**src/rtl/part4_log_pkg.sv**
```systemverilog
// Shared definitions for the Part4 event logger.
//   OBS_W    - width of the observed Part4 outBus slice
//   TS_W_DEF - default timestamp width
//   DROP_SAT - value at which the drop counter holds
//   evt_t    - logged entry {ts, val} at the default timestamp width
//   arm_state_e - change-detector arm state
//   sat_inc8 - saturating increment for the drop counter
package part4_log_pkg;

  localparam int         OBS_W    = 5;
  localparam int         TS_W_DEF = 12;
  localparam logic [7:0] DROP_SAT = 8'hFF;

  typedef struct packed {
    logic [TS_W_DEF-1:0] ts;
    logic [OBS_W-1:0]    val;
  } evt_t;

  typedef enum logic {
    ST_DISARMED = 1'b0,
    ST_ARMED    = 1'b1
  } arm_state_e;

  function automatic logic [7:0] sat_inc8(input logic [7:0] v);
    return (v == DROP_SAT) ? v : v + 8'd1;
  endfunction

endpackage

```
**src/rtl/part4_log_fifo.sv**
```systemverilog
// Synchronous FIFO holding timestamped change events.
//   clk, reset   - clock, asynchronous active-low reset
//   push/wr_data - write request and entry
//   pop          - remove the head entry
//   rd_data      - head entry (zero while empty)
//   full, empty  - occupancy flags derived from level
//   level        - current occupancy, 0..DEPTH
module part4_log_fifo #(
  parameter int DEPTH  = 8,
  parameter int DATA_W = 17
) (
  input  logic                     clk,
  input  logic                     reset,
  input  logic                     push,
  input  logic [DATA_W-1:0]        wr_data,
  input  logic                     pop,
  output logic [DATA_W-1:0]        rd_data,
  output logic                     full,
  output logic                     empty,
  output logic [$clog2(DEPTH):0]   level
);

  localparam int AW = $clog2(DEPTH);
  localparam int LW = AW + 1;

  logic [DATA_W-1:0] r_mem [DEPTH];
  logic [AW-1:0]     r_wr_ptr;
  logic [AW-1:0]     r_rd_ptr;
  logic [LW-1:0]     r_level;

  logic w_do_pop;
  logic w_do_push;

  assign full  = (r_level == LW'(DEPTH));
  assign empty = (r_level == '0);
  assign level = r_level;

  // A full FIFO still accepts a write when the head leaves in the same cycle.
  assign w_do_pop  = pop && !empty;
  assign w_do_push = push && (!full || w_do_pop);

  // Head is forced to zero when empty so stale entries never show.
  assign rd_data = empty ? '0 : r_mem[r_rd_ptr];

  always_ff @(posedge clk or negedge reset) begin
    if (!reset) begin
      r_wr_ptr <= '0;
      r_rd_ptr <= '0;
      r_level  <= '0;
      for (int i = 0; i < DEPTH; i++) begin
        r_mem[i] <= '0;
      end
    end else begin
      if (w_do_push) begin
        r_mem[r_wr_ptr] <= wr_data;
        r_wr_ptr        <= r_wr_ptr + AW'(1);
      end
      if (w_do_pop) begin
        r_rd_ptr <= r_rd_ptr + AW'(1);
      end
      case ({w_do_push, w_do_pop})
        2'b10:   r_level <= r_level + LW'(1);
        2'b01:   r_level <= r_level - LW'(1);
        default: r_level <= r_level;
      endcase
    end
  end

endmodule

```
**src/rtl/part4_event_logger.sv**
```systemverilog
// Observes the Part4 outBus, timestamps every value change and queues it
// for a valid/ready consumer. Events that find the queue full are counted.
//   clk, reset  - clock, asynchronous active-low reset
//   en          - sampling enable; low disarms the change detector
//   obs         - observed bus
//   evt_valid   - queue non-empty
//   evt_ready   - consumer takes the head entry
//   evt_data    - head entry {ts, val}
//   level       - queue occupancy
//   drop_cnt    - events lost to a full queue, saturating
//
// state       | meaning
// ST_DISARMED | no baseline; next enabled cycle captures obs, no event
// ST_ARMED    | baseline held in r_prev; a differing obs is an event
module part4_event_logger
  import part4_log_pkg::*;
#(
  parameter int DEPTH = 8,
  parameter int TS_W  = 12
) (
  input  logic                   clk,
  input  logic                   reset,
  input  logic                   en,
  input  logic [OBS_W-1:0]       obs,
  output logic                   evt_valid,
  input  logic                   evt_ready,
  output logic [TS_W+OBS_W-1:0]  evt_data,
  output logic [$clog2(DEPTH):0] level,
  output logic [7:0]             drop_cnt
);

  typedef struct packed {
    logic [TS_W-1:0]  ts;
    logic [OBS_W-1:0] val;
  } evt_w_t;

  arm_state_e       r_state;
  logic [OBS_W-1:0] r_prev;
  logic [TS_W-1:0]  r_ts;
  logic [7:0]       r_drop;

  evt_w_t w_evt;
  logic   w_change;
  logic   w_pop;
  logic   w_push;
  logic   w_drop;
  logic   w_full;
  logic   w_empty;

  assign w_change = (r_state == ST_ARMED) && en && (obs != r_prev);
  assign w_pop    = !w_empty && evt_ready;
  assign w_push   = w_change && (!w_full || w_pop);
  assign w_drop   = w_change && !w_push;

  // Entry carries the timestamp value present at the detecting edge.
  assign w_evt.ts  = r_ts;
  assign w_evt.val = obs;

  assign evt_valid = !w_empty;
  assign drop_cnt  = r_drop;

  always_ff @(posedge clk or negedge reset) begin
    if (!reset) begin
      r_state <= ST_DISARMED;
      r_prev  <= '0;
    end else if (!en) begin
      r_state <= ST_DISARMED;
    end else begin
      // Both states capture obs: DISARMED establishes the baseline,
      // ARMED keeps tracking it.
      r_prev  <= obs;
      r_state <= ST_ARMED;
    end
  end

  always_ff @(posedge clk or negedge reset) begin
    if (!reset) begin
      r_ts   <= '0;
      r_drop <= '0;
    end else begin
      r_ts <= r_ts + TS_W'(1);
      if (w_drop) begin
        r_drop <= sat_inc8(r_drop);
      end
    end
  end

  part4_log_fifo #(
    .DEPTH  (DEPTH),
    .DATA_W (TS_W + OBS_W)
  ) u_fifo (
    .clk     (clk),
    .reset   (reset),
    .push    (w_push),
    .wr_data (w_evt),
    .pop     (w_pop),
    .rd_data (evt_data),
    .full    (w_full),
    .empty   (w_empty),
    .level   (level)
  );

endmodule
```
**config.mk**
```make
export PLATFORM = sky130hd
export DESIGN_NAME = part4_event_logger
export DESIGN_NICKNAME = d
export VERILOG_FILES = /design/src/rtl/part4_log_pkg.sv /design/src/rtl/part4_log_fifo.sv /design/src/rtl/part4_event_logger.sv
export SDC_FILE = /design/constraint.sdc
export NUM_CORES = 1
export LEC_CHECK = 0
export ABC_CLOCK_PERIOD_IN_PS = 3800
export BUFFER_PORTS_ARGS = -buffer_cell sky130_fd_sc_hd__buf_4
export CAP_MARGIN = 20
export CORE_ASPECT_RATIO = 0.6
export CORE_UTILIZATION = 55
export DETAILED_ROUTE_END_ITERATION = 7
export HOLD_SLACK_MARGIN = 0.06
export PLACE_DENSITY = 0.73
export SYNTH_ARGS = -nofsm -noshare
export SYNTH_HDL_FRONTEND = slang
export SYNTH_SLANG_ARGS = --single-unit
```
**constraint.sdc**
```tcl
create_clock -name clk -period 3.8 [get_ports clk]
set_clock_uncertainty 0.15 [all_clocks]
set_input_delay 0.38 -clock clk [delete_from_list [all_inputs] [get_ports clk]]
set_output_delay 0.38 -clock clk [all_outputs]
set_load 0.02 [all_outputs]
```
==> results.toml, run 1 <==
[setup_path]
path_class = "reg -> reg"
crit_required_ns = 3.96
r2r_end = "u_fifo.level[2]"
start_kind = "register"
cp_slowest_stage_delay_ns = 0.53
critPathArrivalTime_ns = 3.28
end_kind = "register"
cp_cell_sequence = "xor2_1 -> nor3_1 -> nand3_1 -> nand3_1 -> ha_1 -> xor2_1 -> ha_1 -> a21oi_1 -> xor2_1 -> nor2_1 -> xor2_1"
cp_common_cell = "xor2_1"
critPathMaxFanout = 17
reg2reg_setup_slack_ns = 0.68
rr_worst_depth = 11
r2r_start = "r_prev[0]"
critPathSlowestCell = "nand3_1"

[worst_hold_path]
min_to = "r_prev[3]"
min_from = "obs[3]"
hp-class = "in -> reg"
min_path_cells = 2

[sta]
hold_viol = 0
slew_violations = 0
maxSlewHeadroom = 0.527
clock.fmax_ghz = 0.320
period_minus_slack_ns = 3.12
rsz0062_at_grt = "no"
max_slew.worst_pin.slew_ns = 0.706
setup_viol = 0
fin_crit_sh = 0.822
tns_ns = 0

[power]
intPower_mw = 4.75
ir_drop_uv = 546
power_switching_mw = 2.17
seqPwrFrac = 0.388
clkPwrFrac = 0.267
pwr-share-comb = 0.345
p_leak_nw = 4.20
cellPowerDensity_nw_per_um2 = 760
power_switching_share = 0.314

[die]
die_y_microns = 95.6
die_area_sq_um = 15100
rows = 33
start_util = 0.576
ioPinCount = 39
die_x_microns = 158
core_sq_um = 14000

[synth]
syn_inst = 533
synth_top_area_cell = "dfrtp_1"
synthFlopType = "dfrtp_1"
async_flop_share = 1.00
syn_nets = 549
seq_area_frac_synth = 0.535
synth_edf_count = 0
synth.cell_area_sq_um = 8040
ys_ff_latch = 172
yosys_warnings = 0
yosysUniqueCellTypes = 36
syn_area_per_cell_sq_um = 15.1
yosys-top-cells-area = "dfrtp_1, mux2_2, mux4_2"
synth_top_cell_area_share = 0.535

[global_routing]
grt_use_met2 = 0.376
overflow = 0
grt_use_total = 0.243
use_met3 = 0.0500
grt_max_degree = 81
antenna_found_initial = 0
busiest_layer = "met2"
grt_pass1_vias = 4605
grt_pass1_wl_microns = 26500
grt_use_met1 = 0.347

[layout]
fin_cells = 768
antenna_cells = 0
num-nets-final = 579
final_common_cell = "dfrtp_1"
fillCellCount = 1021
area_delta_synth_final_pct = 13.4
final_cell_mix = "dfrtp_1, mux2_2, buf_4"
drive_above_1_share = 0.450

[clock_tree]
cts_setup_buffers = 0
cts_resized = 0
clkLatencyLatePin_ns = 0.43
clockRootBuffer = "clkbuf_16"
clock-sinks = 172
cts_buffers = 17
cts_buffer_depth = 2
cts_tree = "built"
htree_levels = 4
cts.clk_slew.worst_paths_ns = 0.07
cts_hold_buf = 2

[routing]
viasPerCell = 5.74
ant_nets = 0
vias = 4412
drcViolationCount = 0
routed_wl_microns = 16100
wl_per_cell_microns = 20.9
dr.pass1.iters = 4
drtIter0Drc = 225

[place]
portBuffers = 38
gp_congestion = 0.760
dp_cells = 734
dp_hpwl_microns = 9750

[run]
cap_violations = 0

[status]
outcome = "finished, final reports clean"
-- power by group through the flow --
stage / logic (mW) / clock network [mW] / registers [mW]
after floorplan: 1.75 / 0 / 2.62
after global placement: 2.36 / 0 / 2.67
after detailed placement: 2.42 / 0 / 2.71
after CTS: 2.43 / 1.88 / 2.68
after global routing: 2.59 / 1.96 / 2.75
final: 2.39 / 1.85 / 2.69
-- registers in the layout (all words and copies together) (netlist names) --
name             cells
u_fifo.r_rd_ptr      3
u_fifo.r_wr_ptr      3
r_state              1
drop_cnt             8
u_fifo.level         4
u_fifo.r_mem       136
r_ts                12
r_prev               5
-- logic make-up (layout without fill, tap and decap cells) --
family / Yosys count / count (layout) / share of synthesized area
fa+ha+maj: 7 / 7 / 0.0109
compound gates: 5 / 5 / 0.00374
xor+xnor: 31 / 31 / 0.0338
simple gates: 77 / 77 / 0.0523
flops: 172 / 172 / 0.535
mux: 196 / 196 / 0.334
buf+inv: 45 / 88 / 0.0302
-- worst max-delay path by stage --
stage,from,endpoint,cells after the start
after detailed placement,obs[0],u_fifo.level[2],12
after CTS,r_prev[0],u_fifo.level[2],11
after global routing,r_prev[0],u_fifo.level[2],11
after floorplan,u_fifo.level[2],u_fifo.level[2],12
after global placement,obs[0],u_fifo.level[2],12
final,r_prev[0],u_fifo.level[2],11
-- area by class of cell --
class,count,area [sq um],area share
Tap cell,192,240,0.0264
Multi-Input combinational cell,316,3490,0.383
Timing Repair Buffer,54,439,0.0482
Clock buffer,19,453,0.0497
Clock inverter,13,176,0.0194
Inverter,2,7.51,0.000824
Sequential cell,172,4310,0.472
-- metrics by stage --
stage | utilization | hold slack, ns | cell area (sq um) | power [mW] | setup WS, ns
final | 0.653 | 0.120 | 9110 | 6.93 | 0.677
after global routing | 0.653 | 0.114 | 9110 | 7.31 | 0.452
after CTS | 0.653 | 0.105 | 9110 | 7.00 | 0.706
after detailed placement | 0.606 | 0.208 | 8460 | 5.13 | 0.579
after global placement | 0.606 | 0.199 | 8460 | 5.02 | 0.636
after floorplan | - | -0.0656 | 8040 | 4.38 | 0.831
-- layer usage --
metal	wire, microns	vias to the layer above
met4	185	0
met2	7590	76
met1	7630	2340
li1	-	1980
met5	0	-
met3	673	16
-- worst max-delay path: cells and delay by family, from the launching register on --
| kind | cells | cell delay, ns |
|---|---|---|
| flops | 1 | 0.38 |
| compound gates | 1 | 0.14 |
| simple gates | 4 | 1.29 |
| fa+ha+maj | 2 | 0.47 |
| xor+xnor | 4 | 0.57 |
-- Yosys cell counts, types with 7 or more instances --
cell type and count:
mux4_2 34, nand3b_1 8, xor2_1 11, dfrtp_1 172
nand2_1 12, ha_1 7, clkbuf_1 17, mux2_4 30
mux2i_1 17, nor2_1 22, buf_2 9, mux2_1 10
mux2_2 105, nand3_1 12, xnor2_1 20
Power figures use the tool's default switching activity.
==> run 2, diff against run 1 <==
ABC_CLOCK_PERIOD_IN_PS = 3050   (was 3800)
clock period = 3.05 ns   (was 3.8 ns; I/O delays follow)
==> run 2 against run 1 <==
Final area rose by 0.95%; worst hold slack improved by 0.11 ns; sequential power rose by 28%; first-iteration DRC count rose by 2.2%; die area did not move; register-to-register slack got worse by 0.55 ns.
==> results.toml, run 2 (synthesis gave the netlist of run 1 again) <==
[status]
outcome = "finished, final reports clean"

[sta]
period_minus_slack_ns = 2.96
maxSlewHeadroom = 0.318
hold_viol = 0
tns_ns = 0
max_slew.worst_pin.slew_ns = 1.02
fin_crit_sh = 0.971
clock.fmax_ghz = 0.338
slew_violations = 0
setup_viol = 0

[layout]
drive_above_1_share = 0.449
final_cell_mix = "dfrtp_1, mux2_2, buf_4"
fillCellCount = 1009
utilization = 0.659
antenna_cells = 0
fin_cells = 780
largest_register_ffs = 136
top_register = "u_fifo.r_mem"
area_delta_synth_final_pct = 14.4
final_common_cell = "dfrtp_1"
num-nets-final = 591

[power]
cellPowerDensity_nw_per_um2 = 921
p_leak_nw = 4.22
ir_drop_uv = 777

[place]
dp_cells = 738
portBuffers = 38
gp_congestion = 0.730
dp_hpwl_microns = 10300

[global_routing]
grt_use_total = 0.244
grt_pass1_wl_microns = 26700
grt_pass1_vias = 4813
antenna_found_initial = 0
grt_max_degree = 66
overflow = 0

[worst_hold_path]
hp-class = "in -> reg"
min_to = "u_fifo.r_rd_ptr[0]"
min_path_cells = 3
min_from = "evt_ready"

[die]
core_sq_um = 14000
ioPinCount = 39
rows = 33
die_y_microns = 95.6
start_util = 0.576
die_x_microns = 158
die_area_sq_um = 15100

[routing]
dr.pass1.iters = 5
wl_per_cell_microns = 21.1
vias = 4543
viasPerCell = 5.82
drtIter0Drc = 230
drcViolationCount = 0
ant_nets = 0
routed_wl_microns = 16400

[setup_path]
critPathArrivalTime_ns = 3.11
crit_required_ns = 3.20
path_class = "in -> reg"
start_kind = "input pin"
r2r_start = "u_fifo.level[2]"
critPathMaxFanout = 13
rr_worst_depth = 10
end_kind = "register"
r2r_end = "u_fifo.level[2]"
reg2reg_setup_slack_ns = 0.13

[clock_tree]
cts_buffer_depth = 2
htree_levels = 4
cts.clk_slew.worst_paths_ns = 0.07
clkLatencyLatePin_ns = 0.42
clockRootBuffer = "clkbuf_16"
cts_buffers = 17
cts_tree = "built"
clock-sinks = 172
cts_setup_buffers = 0

[run]
cap_violations = 0
==> run 2: timing repair <==
item / in CTS / in global routing
hold buffers: 10 / 0
endpoints found under the hold margin: 102 / 0
gates resized for setup: 0 / 1
setup endpoints to repair: 0 / 1
==> run 2: worst max-delay path by stage <==
| stage | slack [ns] | end | cells past startpoint | start |
|---|---|---|---|---|
| floorplan | 0.08 | u_fifo.level[2] | 12 | u_fifo.level[2] |
| global placement | 0.14 | u_fifo.level[2] | 12 | obs[0] |
| detailed placement | 0.06 | u_fifo.level[2] | 12 | obs[0] |
| CTS | 0.02 | u_fifo.level[2] | 13 | obs[4] |
| global route | -0.03 | u_fifo.level[2] | 13 | obs[4] |
| finish | 0.09 | u_fifo.level[2] | 13 | obs[4] |
==> run 2: cell type report <==
cell class | count | area [sq um] | share of cell area
sequential | 172 | 4310 | 0.468
multi-input combinational | 316 | 3500 | 0.380
timing repair buffer | 66 | 587 | 0.0638
clock buffer | 18 | 439 | 0.0477
tap | 192 | 240 | 0.0261
clock inverter | 14 | 124 | 0.0135
inverter | 2 | 7.51 | 0.000816
==> run 2: metrics by stage <==
stage / power, mW / setup WS [ns] / hold WS [ns] / instance area (sq um)
3_3_place_gp: 6.33 / 0.141 / 0.179 / 8530
3_5_place_dp: 6.46 / 0.0640 / 0.187 / 8530
2_1_floorplan: 5.46 / 0.0810 / -0.141 / 8040
5_1_grt: 8.92 / -0.0316 / 0.242 / 9200
4_1_cts: 8.54 / 0.0204 / 0.226 / 9190
6_report: 8.47 / 0.0895 / 0.230 / 9200
==> run 2: power by group <==
group / total (mW) / switching (mW) / internal (mW) / leakage (nW)
Clock: 2.06 / 0.967 / 1.09 / 0.268
Sequential: 3.43 / 0.494 / 2.93 / 2.21
Combinational: 2.99 / 1.29 / 1.69 / 1.75
Total: 8.47 / 2.75 / 5.72 / 4.22
==> run 2: metal layers <==
| metal | vias to the layer above | track usage | share of wire |
|---|---|---|---|
| met5 | - | 0 | 0 |
| met4 | 0 | 0.0625 | 0.0078 |
| met3 | 14 | 0.0505 | 0.040 |
| met2 | 89 | 0.391 | 0.47 |
| met1 | 2428 | 0.343 | 0.48 |
| li1 | 2012 | - | - |
==> run 2: critical path: stages <==
cell,delay [ns]
dlygate4sd3_1,0.54
buf_4,0.15
xor2_1,0.14
nor3_1,0.28
nand3_2,0.31
nand3_1,0.29
ha_1,0.29
xor2_1,0.10
ha_1,0.18
a21oi_1,0.16
xor2_1,0.16
nor2_1,0.06
xor2_1,0.14
